### config.mk
export PLATFORM = sky130hd
export DESIGN_NAME = fp_normalize
export DESIGN_NICKNAME = d
export VERILOG_FILES = /design/src/rtl/fp_normalize.sv
export SDC_FILE = /design/constraint.sdc
export NUM_CORES = 1
export LEC_CHECK = 0
export ABC_AREA = 1
export CAP_MARGIN = 20
export CORE_MARGIN = 2
export CORE_UTILIZATION = 48
export DETAILED_ROUTE_END_ITERATION = 8
export GPL_TIMING_DRIVEN = 1
export PLACE_DENSITY_LB_ADDON = 0.2
export SLEW_MARGIN = 10
export SYNTH_ARGS = -nofsm -noshare
export SYNTH_HDL_FRONTEND = slang
export SYNTH_SLANG_ARGS = --single-unit
### constraint.sdc
create_clock -name clk -period 2.05 [get_ports clk]
set_clock_uncertainty 0.1 [all_clocks]
set_input_delay 0.41 -clock clk [delete_from_list [all_inputs] [get_ports clk]]
set_output_delay 0.41 -clock clk [all_outputs]
set_load 0.02 [all_outputs]
### src/rtl/fp_normalize.sv
// fp_normalize: normalization stage of the FP32 adder, placed between the
// mantissa add/subtract stage and the rounder.
//
// Takes the raw signed-magnitude sum and its exponent. A carry-out is fixed
// with a single right shift. A cancellation is fixed with an iterative left
// shift of one bit per cycle until the hidden one reaches bit FRAC_W+1, or
// until the exponent reaches the subnormal floor.
//
// Ports:
//   clk, rst_n      clock (rising edge), asynchronous active-low reset
//   in_valid        upstream sum valid
//   in_ready        high iff the FSM is idle
//   s_in            sign of the sum
//   e_in            biased exponent before normalization
//   m_sum           [FRAC_W+2] carry-out, [FRAC_W+1] hidden-one position,
//                   [FRAC_W:1] fraction, [0] round bit
//   round_mode_in   rounding mode, forwarded unchanged
//   out_valid       result valid (registered)
//   out_ready       rounder accepts the result
//   s               sign, passed through
//   e_norm          normalized biased exponent
//   m_norm          normalized fraction plus round bit (hidden one dropped)
//   round_mode      captured rounding mode
//   ovf             exponent overflow, the result is infinity
//   zero            exact zero result
module fp_normalize #(
  parameter int EXP_W  = 8,
  parameter int FRAC_W = 23
) (
  input  logic              clk,
  input  logic              rst_n,
  input  logic              in_valid,
  output logic              in_ready,
  input  logic              s_in,
  input  logic [EXP_W-1:0]  e_in,
  input  logic [FRAC_W+2:0] m_sum,
  input  logic [1:0]        round_mode_in,
  output logic              out_valid,
  input  logic              out_ready,
  output logic              s,
  output logic [EXP_W-1:0]  e_norm,
  output logic [FRAC_W:0]   m_norm,
  output logic [1:0]        round_mode,
  output logic              ovf,
  output logic              zero
);

  // Working mantissa keeps the hidden one at its top bit.
  localparam int MW = FRAC_W + 2;

  localparam logic [EXP_W-1:0] E_ZERO = {EXP_W{1'b0}};
  localparam logic [EXP_W-1:0] E_ONE  = {{(EXP_W-1){1'b0}}, 1'b1};
  localparam logic [EXP_W-1:0] E_ONES = {EXP_W{1'b1}};
  localparam logic [MW-1:0]    M_ZERO = {MW{1'b0}};

  typedef enum logic [1:0] {
    IDLE  = 2'd0,
    SHIFT = 2'd1,
    HOLD  = 2'd2
  } state_t;

  state_t            state_r, state_s;
  logic [EXP_W-1:0]  e_r, e_s;
  logic [MW-1:0]     m_r, m_s;
  logic              s_r, s_s;
  logic [1:0]        rm_r, rm_s;
  logic              ovf_r, ovf_s;
  logic              zero_r, zero_s;
  logic              out_valid_r;

  logic [EXP_W-1:0]  e_inc_s;
  logic [EXP_W-1:0]  e_dec_s;
  logic [MW-1:0]     m_shl_s;

  assign e_inc_s = e_in + E_ONE;
  assign e_dec_s = e_r - E_ONE;
  assign m_shl_s = {m_r[MW-2:0], 1'b0};

  // Next-state and next working-register values.
  always_comb begin
    state_s = state_r;
    e_s     = e_r;
    m_s     = m_r;
    s_s     = s_r;
    rm_s    = rm_r;
    ovf_s   = ovf_r;
    zero_s  = zero_r;
    case (state_r)
      IDLE: begin
        if (in_valid) begin
          s_s    = s_in;
          rm_s   = round_mode_in;
          ovf_s  = 1'b0;
          zero_s = 1'b0;
          if (m_sum == {(MW+1){1'b0}}) begin
            zero_s  = 1'b1;
            e_s     = E_ZERO;
            m_s     = M_ZERO;
            state_s = HOLD;
          end else if (m_sum[MW]) begin
            // Carry-out: one right shift; the old round bit falls off.
            if (e_inc_s == E_ONES) begin
              ovf_s = 1'b1;
              e_s   = E_ONES;
              m_s   = M_ZERO;
            end else begin
              e_s   = e_inc_s;
              m_s   = m_sum[MW:1];
            end
            state_s = HOLD;
          end else if (m_sum[MW-1]) begin
            e_s     = e_in;
            m_s     = m_sum[MW-1:0];
            state_s = HOLD;
          end else if (e_in <= E_ONE) begin
            // Already in the subnormal range: no room to shift left.
            e_s     = E_ZERO;
            m_s     = m_sum[MW-1:0];
            state_s = HOLD;
          end else begin
            e_s     = e_in;
            m_s     = m_sum[MW-1:0];
            state_s = SHIFT;
          end
        end else begin
          state_s = IDLE;
        end
      end
      SHIFT: begin
        m_s = m_shl_s;
        if (m_shl_s[MW-1]) begin
          e_s     = e_dec_s;
          state_s = HOLD;
        end else if (e_dec_s == E_ONE) begin
          // Exponent hit the subnormal floor: stop and encode as E=0.
          e_s     = E_ZERO;
          state_s = HOLD;
        end else begin
          e_s     = e_dec_s;
          state_s = SHIFT;
        end
      end
      HOLD: begin
        if (out_ready) begin
          state_s = IDLE;
        end else begin
          state_s = HOLD;
        end
      end
      default: begin
        state_s = IDLE;
      end
    endcase
  end

  // State and working registers; out_valid tracks entry into HOLD.
  always_ff @(posedge clk or negedge rst_n) begin
    if (!rst_n) begin
      state_r     <= IDLE;
      e_r         <= E_ZERO;
      m_r         <= M_ZERO;
      s_r         <= 1'b0;
      rm_r        <= 2'b00;
      ovf_r       <= 1'b0;
      zero_r      <= 1'b0;
      out_valid_r <= 1'b0;
    end else begin
      state_r     <= state_s;
      e_r         <= e_s;
      m_r         <= m_s;
      s_r         <= s_s;
      rm_r        <= rm_s;
      ovf_r       <= ovf_s;
      zero_r      <= zero_s;
      out_valid_r <= (state_s == HOLD);
    end
  end

  assign in_ready   = (state_r == IDLE);
  assign out_valid  = out_valid_r;
  assign s          = s_r;
  assign e_norm     = e_r;
  assign m_norm     = m_r[FRAC_W:0];
  assign round_mode = rm_r;
  assign ovf        = ovf_r;
  assign zero       = zero_r;

endmodule

==> impl_metrics.py, run 1 <==
metrics = {
    "yosys": {
        "muxShareOfSynthArea": 0,
        "synth_fp_nets": 469,
        "synth.area.top_cells": "dfrtp_1 (36%), nand2_1 (23%), nand3_1 (11%)",
        "synthCells": 422,
        "synthAdderAreaFrac": 0.0272,
        "synthDistinctLibCells": 31,
        "syn-mean-instance-area_um2": 6.53,
        "synth_top_family_by_area": "simple AND/OR/NAND/NOR gates",
        "synth-compound-area-share": 0.0708,
        "ys_warn_count": 0,
        "synthSimpleGateAreaFrac": 0.444,
        "synth_seq_cells": 40,
        "yosysTopAreaCell": "dfrtp_1",
        "synth_xor_area_frac": 0.00953,
        "syn_area_um2": 2760,
        "synth_top_area_share": 0.363,
        "synth_seq_area_share": 0.363,
    },
    "die": {
        "initial_utilization": 0.498,
        "fp-row-count": 27,
        "die_h_um": 79.8,
        "die_w_um": 79.8,
        "num_io_pins": 80,
        "core_um2": 5540,
        "dieArea_um2": 6370,
    },
    "timing": {
        "rsz0062_at_grt": "no",
        "tightest_slew_ns": 0.559,
        "whs_ns": -0.00677,
        "relSlewSlack": 0.628,
        "hold_viol_final": 6,
        "fmax_mhz": 518,
        "slew_violations": 0,
        "fin_crit_sh": 0.942,
        "setup_viol": 0,
        "min_period_ns": 1.93,
    },
    "power_and_ir_drop": {
        "leakagePower_nw": 2.06,
        "power_density_nw_per_um2": 1160,
        "irDropWorstVdd_uv": 638,
    },
    "grt": {
        "grt_max_degree": 54,
        "grt_pass1_vias": 2888,
        "grt_remaining_overflow": 0,
        "grt_pass1_wl_um": 13100,
        "grt_usage": 0.260,
        "antenna_found_initial": 0,
    },
    "clock_network": {
        "h-tree-depth": 2,
        "cts.sinks": 40,
        "clk_path_buf_depth": 2,
        "clk_latency_ns": 0.29,
        "clkTransAtPathRegs_ns": 0.08,
        "cts_buffers": 5,
        "cts_tree": "built",
        "cts-root-buf": "clkbuf_8",
    },
    "cells_and_area": {
        "multi_input_area_um2": 1580,
        "area_growth_pct": 46.9,
        "nFillCells": 472,
        "utilization": 0.731,
        "nNetsFinal": 577,
        "drive_above_1_share": 0.158,
        "diodes": 0,
        "regArea_um2": 1000,
    },
    "worst_setup_path": {
        "crit_path_start_kind": "input pin",
        "worstSetupPathType": "input pin to flop",
        "cp_slowest_stage_delay_ns": 0.47,
        "critical_path.slowest_cell": "clkdlybuf4s50_1",
        "crit_path_end_kind": "flop",
        "cp_data_required_time_ns": 2.12,
        "crit_chain": "clkdlybuf4s50_1 > nor2_2 > nand3_1 > nor2_2 > nand3_1 > buf_4 > nand2_1 > inv_1 > o211ai_1 > a21boi_0",
        "worst-endpoint-arrival_ns": 2.00,
        "path_buf_inv": 3,
        "crit_fanout": 4,
        "critical_path.top_delay_family": "buffers and inverters",
    },
    "place": {
        "gp_congestion": 0.885,
        "hpwl_um": 5880,
        "io_buffers": 79,
    },
    "drt": {
        "drt-pass1-iter-count": 6,
        "dr_wl_met2_um": 4040,
        "wl_met1_um": 3540,
        "viasPerCell": 5.14,
        "wl_um": 8150,
        "wl_met3_um": 513,
        "wl_per_cell_um": 13.5,
        "highest_layer": "met4",
        "drt-initial-drc-count": 193,
        "drc_errors": 0,
        "postRouteAntennaNets": 0,
        "dr_total_vias": 3092,
    },
    "run_status": {
        "outcome": "finished with violations",
        "violations": "hold timing",
    },
    "worst_hold_path": {
        "hp-class": "input pin to async pin",
    },
    "job": {
        "maxCapViolCount": 0,
    },
}
-- final timing paths --
| kind | from | endpoint | slack (ns) | depth (start not counted) |
|---|---|---|---|---|
| max in group asynchronous | rst_n | ovf$_DFFE_PN0P_ | 1.34 | 2 |
| setup reg to reg | state_r[1]$_DFF_PN0_ | m_r[1]$_DFFE_PN0P_ | 0.21 | 8 |
| setup / recovery | m_sum[25] | e_norm[3]$_DFFE_PN0P_ | 0.12 | 10 |
| hold reg to reg | s$_DFFE_PN0P_ | s$_DFFE_PN0P_ | 0.39 | 2 |
| hold / removal | rst_n | e_norm[5]$_DFFE_PN0P_ | -0.007 | 1 |
| min in group clk | s$_DFFE_PN0P_ | s$_DFFE_PN0P_ | 0.39 | 2 |
-- sequential cells by signal, indices dropped and copies added (netlist names) --
register and count:
e_norm 8, state_r 2, round_mode 2, out_valid 1, zero 1, s 1, ovf 1, m_r 24
-- report_power, final --
group | internal, mW | leakage, nW | switching (mW) | total (mW)
registers | 1.17 | 0.488 | 0.314 | 1.48
logic | 1.19 | 1.54 | 1.51 | 2.70
clock network | 0.231 | 0.0400 | 0.283 | 0.514
total | 2.59 | 2.06 | 2.11 | 4.70
-- cell families after synthesis --
kind of cell,count (synthesis)
AO/OA/AOI/OAI,32
flip-flops,40
XOR/XNOR,3
AND/OR/NAND/NOR,284
buffers and inverters,57
adder cells (fa/ha/maj),6
-- through the flow --
step                      cell area, µm²  worst slack [ns]  power (mW)  TNS (ns)  std cells
after floorplan                     2760             0.212        2.91         0        422
after global placement              3850            -0.436        4.11    -10.51        592
after detailed placement            3850            -0.548        4.17    -12.51        592
after CTS                           3940           0.00517        4.70         0        599
after global routing                4050            0.0219        5.04         0        602
final                               4050             0.119        4.70         0        602
-- cell type report --
class                   count  share of cell area
repair buffers            117               0.284
clock inverters             2             0.00309
inverters                  40              0.0371
multi-input cells         326               0.390
well taps                  72              0.0222
flip-flops and latches     40               0.247
clock buffers               5              0.0170
-- layout by cell type, fill, tap and decap left out, types with 2 or more instances in the layout --
cell type,n
nand4_1,5
nand2_1,163
buf_12,2
nand3_1,57
dlymetal6s2s_1,7
clkbuf_16,2
dfrtp_1,40
nor2_2,7
inv_2,3
clkdlybuf4s50_1,71
o21ai_0,12
or2_2,14
a22oi_1,3
nand3_2,2
a21oi_1,5
nor2_4,4
xor2_1,2
ha_1,5
inv_1,37
buf_4,34
clkbuf_8,5
nand2_2,4
nor2_1,27
o211ai_1,4
-- layer usage --
metal,up-vias,track usage
li1,1553,-
met1,1421,0.347
met2,112,0.438
met3,6,0.0475
met4,0,0.0644
met5,-,0
-- cell usage after synthesis --
cell type / instances
nand3_1: 59
nand3b_1: 1
o21ai_1: 2
xnor2_1: 1
o31ai_2: 1
a22oi_1: 3
inv_1: 37
clkbuf_1: 9
o21ai_0: 12
a31oi_1: 1
nor2_1: 32
ha_1: 6
nand2_2: 1
dfrtp_1: 40
buf_6: 2
inv_2: 3
nor2_2: 4
o22ai_1: 1
buf_2: 5
buf_1: 1
o211ai_1: 4
or2_2: 14
nand4_1: 5
xor2_1: 2
a21boi_0: 1
a21boi_1: 1
nand3_4: 1
nor2_4: 1
o21bai_1: 1
a21oi_1: 5
nand2_1: 166
-- worst reg2reg max path, stage by stage (launching register included) --
cell	delay (ns)
dfrtp_1	0.41
nor2_1	0.16
nand2_2	0.14
buf_4	0.20
inv_2	0.12
nor2_2	0.07
buf_4	0.23
a22oi_1	0.20
nand2_1	0.09
-- what timing repair did --
item	in CTS	in global routing
hold buffers	0	0
pin swaps	0	4
buffers inserted	0	0
setup endpoints to repair	25	33
cloned	0	3
resized for setup	4	17
No activity file was read; power rests on OpenSTA's default activity.
==> inputs of run 2 (changes only) <==
--- a/config.mk
+++ b/config.mk
@@ -8,7 +8,8 @@
 export ABC_AREA = 1
 export CAP_MARGIN = 20
 export CORE_MARGIN = 2
-export CORE_UTILIZATION = 48
+export CORE_UTILIZATION = 49
+export CTS_BUF_LIST = sky130_fd_sc_hd__clkbuf_4
 export DETAILED_ROUTE_END_ITERATION = 8
 export GPL_TIMING_DRIVEN = 1
 export PLACE_DENSITY_LB_ADDON = 0.2
==> run 2 against run 1 <==
The flow now finishes without violations; utilization is 1.2 points higher; first-iteration DRC count is 24% higher; clock power is 5.1% higher; register-to-register slack worse by 0.07 ns; combinational power hardly changed; global-route usage is 0.45 points higher; sequential cell count stayed put; final area is 0.34% higher; worst hold slack better by 0.40 ns; critical endpoint is now m_r[20]$_DFFE_PN0P_; largest power group unchanged.
==> impl_metrics.py, run 2 (synthesis gave the netlist of run 1 again) <==
metrics = {
    "cells_and_area": {
        "drive_above_1_share": 0.156,
        "regMostFlops": "m_r",
        "area_growth_pct": 47.4,
        "diodes": 0,
        "final_cell_mix": "nand2_1 (164), clkdlybuf4s50_1 (74), nand3_1 (58)",
        "nFillCells": 476,
        "largest_reg_flops": 24,
        "regArea_um2": 1000,
        "mostFrequentLayoutCell": "nand2_1",
        "fin_cells": 609,
        "nNetsFinal": 583,
        "multi_input_area_um2": 1560,
    },
    "clock_network": {
        "clk_latency_ns": 0.36,
        "h-tree-depth": 2,
        "cts_tree": "built",
        "clk_path_buf_depth": 2,
        "cts.sinks": 40,
        "clkTransAtPathRegs_ns": 0.13,
        "cts-root-buf": "clkbuf_4",
        "post_cts_buffers": 0,
        "cts_buffers": 5,
    },
    "power_and_ir_drop": {
        "switching_share": 0.448,
        "total_power_mw": 4.73,
        "seqPwrFrac": 0.313,
        "irDropWorstVdd_uv": 621,
        "leakagePower_nw": 2.06,
        "comb_power_share": 0.572,
        "intPower_mw": 2.61,
        "clockPowerShare": 0.114,
        "power_density_nw_per_um2": 1160,
        "p_switching_mw": 2.12,
    },
    "worst_setup_path": {
        "crit_fanout": 7,
        "crit_chain": "clkdlybuf4s50_1 > nand2_1 > nor2_2 > nand3_1 > nand2_1 > nand3_4 > buf_12 > nand2_1 > nand2_1 > nand3_1 > nand3_1",
        "reg2reg_depth": 9,
        "worstSetupPathType": "input pin to flop",
        "cp_slowest_stage_delay_ns": 0.51,
        "critical_path.slowest_cell": "clkdlybuf4s50_1",
        "reg2reg_from": "e_norm[4]$_DFFE_PN0P_",
        "critical_path.top_delay_family": "simple AND/OR/NAND/NOR gates",
        "cp_common_cell": "nand2_1",
        "cp_data_required_time_ns": 2.20,
        "crit_path_end_kind": "flop",
        "path_buf_inv": 2,
        "startpoint": "e_in[3]",
        "crit_cells": 11,
        "worst-endpoint-arrival_ns": 2.12,
        "crit_path_start_kind": "input pin",
    },
    "worst_hold_path": {
        "min_path_cells": 2,
        "min_from": "round_mode[1]$_DFFE_PN0P_",
        "hp-class": "flop to flop",
    },
    "timing": {
        "relSlewSlack": 0.585,
        "slew_violations": 0,
        "hold_viol_final": 0,
        "fin_crit_sh": 0.961,
        "tightest_slew_ns": 0.622,
        "whs_ns": 0.396,
        "setup_viol": 0,
        "fmax_mhz": 508,
        "min_period_ns": 1.97,
    },
    "die": {
        "initial_utilization": 0.504,
        "fp-row-count": 27,
        "die_h_um": 79.0,
        "die_w_um": 79.0,
        "num_io_pins": 80,
        "dieArea_um2": 6240,
        "core_um2": 5470,
    },
    "grt": {
        "antenna_found_initial": 0,
        "grt_pass1_vias": 2803,
        "grt_max_degree": 54,
        "grt_pass1_wl_um": 13000,
        "grt_remaining_overflow": 0,
        "grt_usage": 0.265,
    },
    "run_status": {
        "outcome": "finished clean",
    },
    "place": {
        "hpwl_um": 5880,
        "gp_congestion": 0.876,
        "io_buffers": 79,
        "dp.cells": 597,
    },
    "job": {
        "maxCapViolCount": 0,
    },
    "drt": {
        "drt-pass1-iter-count": 5,
        "drt-initial-drc-count": 240,
        "viasPerCell": 5.18,
        "drc_errors": 0,
        "postRouteAntennaNets": 0,
        "wl_per_cell_um": 13.4,
        "dr_total_vias": 3152,
        "wl_um": 8190,
    },
}
run 2: cell types whose count changed in the layout (fill, tap and decap cells not counted), moves of 2 or more:
cell             change
buf_4                +5
clkbuf_4             +5
clkbuf_8             -5
clkdlybuf4s50_1      +3
dlymetal6s2s_1       -4
nor2_1               +2
run 2: final timing paths:
| path | endpoint | slack, ns |
|---|---|---|
| hold reg to reg | round_mode[1]$_DFFE_PN0P_ | 0.40 |
| min in group asynchronous | m_r[5]$_DFFE_PN0P_ | 0.48 |
| setup / recovery | m_r[20]$_DFFE_PN0P_ | 0.08 |
| max in group asynchronous | m_r[21]$_DFFE_PN0P_ | 0.85 |
| setup reg to reg | out_valid$_DFF_PN0_ | 0.14 |
| hold / removal | round_mode[1]$_DFFE_PN0P_ | 0.40 |
run 2: timing repair:
item,in CTS,in global routing
hold buffers,1,0
resized for setup,2,10
gates cloned,0,3
setup endpoints to repair,24,27
endpoints found under the hold margin,21,0
pin swaps,0,5
run 2: worst reg2reg max path, cell delays in order (launching register included):
cell      delay (ns)
dfrtp_1         0.44
nor2_1          0.36
nand2_1         0.14
o21ai_0         0.22
nand2_1         0.11
nor2_1          0.14
nand2_1         0.06
nand2_1         0.08
nand2_1         0.07
o211ai_1        0.12
run 2: cell type report:
cell class | count | share of cell area
Clock buffer | 5 | 0.00924
Clock inverter | 3 | 0.0105
Inverter | 40 | 0.0369
Multi-Input combinational cell | 326 | 0.383
Sequential cell | 40 | 0.246
Tap cell | 72 | 0.0222
Timing Repair Buffer | 123 | 0.292
run 2: power by group through the flow:
stage | registers [mW] | logic, mW | clock network (mW)
2_1_floorplan | 1.89 | 1.03 | 0
3_3_place_gp | 1.49 | 2.63 | 0
3_5_place_dp | 1.49 | 2.68 | 0
4_1_cts | 1.48 | 2.69 | 0.542
5_1_grt | 1.53 | 2.98 | 0.582
6_report | 1.48 | 2.71 | 0.540
run 2: per-stage QoR:
step | util | cell area, µm² | setup WS [ns] | TNS [ns]
3_5_place_dp | 0.710 | 3880 | -0.576 | -12.32
3_3_place_gp | 0.710 | 3880 | -0.455 | -10.50
5_1_grt | 0.743 | 4060 | -0.0110 | -0.0263
4_1_cts | 0.727 | 3980 | 0.0407 | 0
2_1_floorplan | - | 2760 | 0.212 | 0
6_report | 0.743 | 4060 | 0.0800 | 0
run 2: per-layer routing:
layer | share of wire | GRT usage | wire (µm)
met1 | 0.45 | 0.372 | 3660
met2 | 0.46 | 0.421 | 3800
met3 | 0.077 | 0.0557 | 634
met4 | 0.011 | 0.0603 | 91
met5 | 0 | 0 | 0
